`src/rtl/csa_accumulator.sv`:
```
// Streaming multi-operand accumulator: carry-save running sum, one 3:2 compression
// per accepted word, then a CHUNK-bit-per-cycle ripple resolve with exact overflow.
//
// state   | meaning
// --------+-----------------------------------------------------------
// ACCUM   | accepting words, compressing each into S/C (in_ready=1)
// RESOLVE | rippling S + (C<<1) one slice per cycle into result
// OUTPUT  | result presented (out_valid=1) until out_ready
module csa_accumulator #(
  parameter int WIDTH     = 8,
  parameter int ACC_WIDTH = 12,
  parameter int CHUNK     = 4
) (
  input  logic                 clk,
  input  logic                 rst,
  input  logic                 in_valid,
  output logic                 in_ready,
  input  logic [WIDTH-1:0]     in_data,
  input  logic                 in_last,
  output logic                 out_valid,
  input  logic                 out_ready,
  output logic [ACC_WIDTH-1:0] out_data,
  output logic                 overflow
);

  localparam int NSLICE = (ACC_WIDTH + CHUNK - 1) / CHUNK;
  localparam int KW     = (NSLICE > 1) ? $clog2(NSLICE) : 1;

  typedef enum logic [1:0] {
    ACCUM   = 2'd0,
    RESOLVE = 2'd1,
    OUTPUT  = 2'd2
  } state_t;

  state_t                 state_q, state_d;
  logic [ACC_WIDTH-1:0]   s_q, s_d;
  logic [ACC_WIDTH-1:0]   c_q, c_d;
  logic [ACC_WIDTH-1:0]   res_q, res_d;
  logic                   ovf_q, ovf_d;
  logic                   cin_q, cin_d;
  logic [KW-1:0]          k_q, k_d;

  logic [ACC_WIDTH-1:0]   c2;
  logic [ACC_WIDTH-1:0]   d_ext;
  logic [ACC_WIDTH-1:0]   csa_sum;
  logic [ACC_WIDTH-1:0]   csa_carry;
  logic [ACC_WIDTH-1:0]   slice_res;
  logic                   slice_cout;
  logic                   in_fire;
  logic                   out_fire;
  logic                   last_slice;

  // C[i] weighs 2^(i+1); the top bit falls off on every shift and is tracked in ovf.
  assign c2    = {c_q[ACC_WIDTH-2:0], 1'b0};
  assign d_ext = ACC_WIDTH'(in_data);

  // Columns below WIDTH are full adders; above WIDTH the operand is zero so half adders suffice.
  always_comb begin
    csa_sum   = '0;
    csa_carry = '0;
    for (int i = 0; i < ACC_WIDTH; i++) begin
      if (i < WIDTH) begin
        csa_sum[i]   = s_q[i] ^ c2[i] ^ d_ext[i];
        csa_carry[i] = (s_q[i] & c2[i]) | (s_q[i] & d_ext[i]) | (c2[i] & d_ext[i]);
      end else begin
        csa_sum[i]   = s_q[i] ^ c2[i];
        csa_carry[i] = s_q[i] & c2[i];
      end
    end
  end

  // Ripple add of slice k only; bits outside the slice keep the previous result.
  always_comb begin
    logic carry;
    slice_res = res_q;
    carry     = cin_q;
    for (int i = 0; i < ACC_WIDTH; i++) begin
      if (KW'(i / CHUNK) == k_q) begin
        slice_res[i] = s_q[i] ^ c2[i] ^ carry;
        carry        = (s_q[i] & c2[i]) | (carry & (s_q[i] ^ c2[i]));
      end
    end
    slice_cout = carry;
  end

  assign in_ready   = (state_q == ACCUM);
  assign out_valid  = (state_q == OUTPUT);
  assign out_data   = out_valid ? res_q : '0;
  assign overflow   = out_valid & ovf_q;
  assign in_fire    = in_valid & in_ready;
  assign out_fire   = out_valid & out_ready;
  assign last_slice = (k_q == KW'(NSLICE - 1));

  always_comb begin
    state_d = state_q;
    s_d     = s_q;
    c_d     = c_q;
    res_d   = res_q;
    ovf_d   = ovf_q;
    cin_d   = cin_q;
    k_d     = k_q;
    unique case (state_q)
      ACCUM: begin
        if (in_fire) begin
          s_d = csa_sum;
          c_d = csa_carry;
          if (c_q[ACC_WIDTH-1]) ovf_d = 1'b1;
          if (in_last) begin
            state_d = RESOLVE;
            k_d     = '0;
            cin_d   = 1'b0;
          end
        end
      end
      RESOLVE: begin
        res_d = slice_res;
        cin_d = slice_cout;
        if (last_slice) begin
          ovf_d   = ovf_q | c_q[ACC_WIDTH-1] | slice_cout;
          state_d = OUTPUT;
        end else begin
          k_d = k_q + KW'(1);
        end
      end
      OUTPUT: begin
        if (out_fire) begin
          s_d     = '0;
          c_d     = '0;
          ovf_d   = 1'b0;
          state_d = ACCUM;
        end
      end
      default: state_d = ACCUM;
    endcase
  end

  always_ff @(posedge clk) begin
    if (rst) begin
      state_q <= ACCUM;
      s_q     <= '0;
      c_q     <= '0;
      res_q   <= '0;
      ovf_q   <= 1'b0;
      cin_q   <= 1'b0;
      k_q     <= '0;
    end else begin
      state_q <= state_d;
      s_q     <= s_d;
      c_q     <= c_d;
      res_q   <= res_d;
      ovf_q   <= ovf_d;
      cin_q   <= cin_d;
      k_q     <= k_d;
    end
  end

endmodule
```
`config.mk`:
```
export PLATFORM = sky130hd
export DESIGN_NAME = csa_accumulator
export DESIGN_NICKNAME = d
export VERILOG_FILES = /design/src/rtl/csa_accumulator.sv
export SDC_FILE = /design/constraint.sdc
export NUM_CORES = 1
export LEC_CHECK = 0
export CORE_MARGIN = 2
export CORE_UTILIZATION = 55
export CTS_CLUSTER_DIAMETER = 100
export DETAILED_ROUTE_END_ITERATION = 10
export GPL_TIMING_DRIVEN = 0
export PLACE_DENSITY = 0.79
export SLEW_MARGIN = 15
export SYNTH_ARGS = -nofsm -noshare
export SYNTH_HDL_FRONTEND = slang
export SYNTH_SLANG_ARGS = --single-unit
```
`constraint.sdc`:
```
create_clock -name clk -period 9.9 [get_ports clk]
set_input_delay 1.98 -clock clk [delete_from_list [all_inputs] [get_ports clk]]
set_output_delay 1.98 -clock clk [all_outputs]
set_load 0.05 [all_outputs]
```
==> results.sh <==
export IMPL_status="complete, no violations"
export IMPL_pwr_share_seq_pct=50.7
export IMPL_drv_cap=0
export IMPL_drtIter0Drc=92
export IMPL_cp_max_fo=7
export IMPL_min_delay_path_depth=2
export IMPL_synth_fp_nets=246
export IMPL_grt_usage_pct=20.72
export IMPL_ys_ff_latch=42
export IMPL_die_h_um=67.87
export IMPL_grt_pass1_wl_um=7044
export IMPL_slew_violations=0
export IMPL_cts_hold_fix_buffers=0
export IMPL_cpPeakStageDelay_ns=0.41
export IMPL_fin_util_pct=67.64
export IMPL_drive_gt1_share_pct=10.79
export IMPL_place_hpwl_um=3108
export IMPL_antenna_left=0
export IMPL_syn_area_um2=2243
export IMPL_antenna_found_initial=0
export IMPL_hold_viol=0
export IMPL_drc_errors=0
export IMPL_relSlewSlack_pct=66.99
export IMPL_finalCriticalPeriod_ns=7.417
export IMPL_skew_ns=0.003881
export IMPL_start_util_pct=56.49
export IMPL_cts_resized=0
export IMPL_cts_path_max_buffers=2
export IMPL_wl_per_cell_um=14.37
export IMPL_power_leakage_nw=1.220
export IMPL_r2r_cells=35
export IMPL_path_clk_slew_ns=0.08
export IMPL_cts_tree="done"
export IMPL_ir_worst_vdd_mv=0.08164
export IMPL_port_buffers=27
export IMPL_final_common_cell="dfxtp_1"
export IMPL_clock_fmax_mhz=134.8
export IMPL_num_vias=1603
export IMPL_diodes=0
export IMPL_die_w_um=67.87
export IMPL_clock_power_share_pct=35.9
export IMPL_path_class="flip-flop to flip-flop"
export IMPL_fin_cells=291
export IMPL_r2r_start="k_q[0]$_SDFFE_PP0P_"
export IMPL_final_cell_mix="42 x dfxtp_1, 27 x clkdlybuf4s50_1, 22 x a22o_1, 18 x fa_1, 15 x nor2_1"
export IMPL_clk_latency_ns=0.29
export IMPL_final_nets=280
export IMPL_intPower_w=0.0002678
export IMPL_place_inst=283
export IMPL_cp_start_kind="flip-flop"
export IMPL_cts_setup_buffers=0
export IMPL_cts_root_buf="clkbuf_8"
export IMPL_viasPerCell=5.509
export IMPL_grt_setup_unrepaired="false"
export IMPL_hold_path_class="flip-flop to flip-flop"
export IMPL_startpoint="k_q[0]$_SDFFE_PP0P_"
export IMPL_setup_viol=0
export IMPL_die_area_um2=4606
export IMPL_ys_warn_count=0
export IMPL_timing_rr_end="ovf_q$_SDFFE_PP0P_"
export IMPL_cp_common_cell="fa_1"
export IMPL_num_io_pins=28
export IMPL_critPathRequiredTime_ns=10.09
export IMPL_setup_tns_ns=0
export IMPL_min_to="res_q[2]$_SDFFE_PP0P_"
export IMPL_hp_start="res_q[2]$_SDFFE_PP0P_"
export IMPL_syn_inst=206
export IMPL_synth_distinct_cells=38
export IMPL_r2r_slack_ns=2.48
export IMPL_rows=23
export IMPL_grt_ovfl_total=0
export IMPL_area_growth_synth_to_final_pct=19.74
export IMPL_first_global_vias=1461
export IMPL_tightest_slew_ns=0.4936
export IMPL_h_tree_depth=2
export IMPL_postSynthAreaPerCell_um2=10.89
export IMPL_wl_um=4182
export IMPL_crit_path_end_kind="flip-flop"
export IMPL_seq_area_frac_synth_pct=37.48
export IMPL_critPathSlowestCell="fa_1"
export IMPL_power_density_nw_per_um2=133.3
export IMPL_p_switching_w=0.00009012
export IMPL_grt_max_degree=13
export IMPL_place_gp_congestion=0.8328
export IMPL_dr_pass1_iters=4
export IMPL_swShare_pct=25.18
export IMPL_combPwrFrac_pct=13.4
export IMPL_cts_buffers=5
export IMPL_clkSinkCount=42
export IMPL_fin_crit_sh_pct=74.91
export IMPL_arrival_ns=7.61
export IMPL_holdWs_ns=0.4956
export IMPL_core_um2=3971
==> layer usage <==
metal | routed length, um | global-route usage [%] | part of all wire (%)
met5 | 0 | 0 | 0
met4 | 114 | 7.750 | 2.7
met3 | 228 | 5.263 | 5.5
met2 | 1815 | 30.39 | 43
met1 | 2023 | 29.61 | 48
==> kinds of logic (layout without fill, tap and decap cells) <==
family	Yosys count	after routing	synth area share [%]
mux	14	14	6.525
flops	42	42	37.48
fa+ha+maj	27	27	21.08
compound gates	45	45	16.12
simple gates	56	56	13.78
buf+inv	22	57	5.019
==> power groups by stage <==
| stage | sequential (W) | clock (W) | combinational [W] |
|---|---|---|---|
| 2_1_floorplan | 0.000184 | 0 | 0.0000308 |
| 3_3_place_gp | 0.000185 | 0 | 0.0000461 |
| 3_5_place_dp | 0.000186 | 0 | 0.0000474 |
| 4_1_cts | 0.000182 | 0.000131 | 0.0000479 |
| 5_1_grt | 0.000183 | 0.000138 | 0.0000536 |
| 6_report | 0.000181 | 0.000129 | 0.0000480 |
==> synthesized netlist by cell type (all sizes together) <==
master   instances  area [um^2]
a31oi            1        6.260
nor3b            1        7.510
nor4b            1        15.01
nand2b           4        25.02
nor3             3        15.01
a21boi           1        7.510
nor2            16        62.56
and2            14        87.58
ha               9        112.6
nand3b           4        33.78
mux2             2        26.27
o21ai            3        15.01
fa              18        360.4
a211oi           1        7.510
o41ai            1        8.760
a21o             3        22.52
o31ai            1        7.510
nor2b            4        27.53
nand3            1        5.000
a311oi           1        15.01
a311o            1        10.01
o2bb2ai          2        17.52
clkbuf           1        3.750
buf             11        71.31
inv             10        37.54
dfxtp           42        840.8
nand2            8        30.03
mux2i           12        120.1
a22o            22        192.7
a21oi            8        51.30
==> per-stage QoR <==
stage / setup slack [ns] / area, um^2 / total power, W
finish: 2.483 / 2686 / 0.0003580
global placement: 2.587 / 2576 / 0.0002314
global route: 1.982 / 2686 / 0.0003739
floorplan: 3.041 / 2243 / 0.0002148
detailed placement: 2.536 / 2576 / 0.0002330
CTS: 2.447 / 2686 / 0.0003603
==> worst max-delay path: cells and delay by family, from the launching register on <==
| kind | cells | cell delay, ns |
|---|---|---|
| adder cells (fa/ha/maj) | 12 | 4.25 |
| AND/OR/NAND/NOR | 9 | 1.00 |
| multiplexers | 1 | 0.31 |
| flip-flops | 1 | 0.36 |
| AO/OA/AOI/OAI | 8 | 0.95 |
| buffers and inverters | 5 | 0.44 |
==> sequential cells by signal, summed over array words and instances (netlist names) <==
name and count:
c_q 12, res_q 12, s_q 12, k_q 2, state_q 2, cin_q 1
ovf_q 1
==> cell type report <==
type | count | area (um^2)
buffer | 12 | 75.07
clock buffer | 8 | 110.1
fill | 323 | 1285
inverter | 10 | 37.54
multi-input combinational | 142 | 1290
sequential | 42 | 840.8
tap | 50 | 62.56
timing repair buffer | 27 | 270.3
==> how the worst max path moves through the flow <==
stage,end,slack (ns)
2_1_floorplan,ovf_q$_SDFFE_PP0P_,3.04
3_3_place_gp,cin_q$_SDFFE_PP0P_,2.59
3_5_place_dp,ovf_q$_SDFFE_PP0P_,2.54
4_1_cts,ovf_q$_SDFFE_PP0P_,2.45
5_1_grt,ovf_q$_SDFFE_PP0P_,1.98
6_report,ovf_q$_SDFFE_PP0P_,2.48
Power figures use the tool's default switching activity.
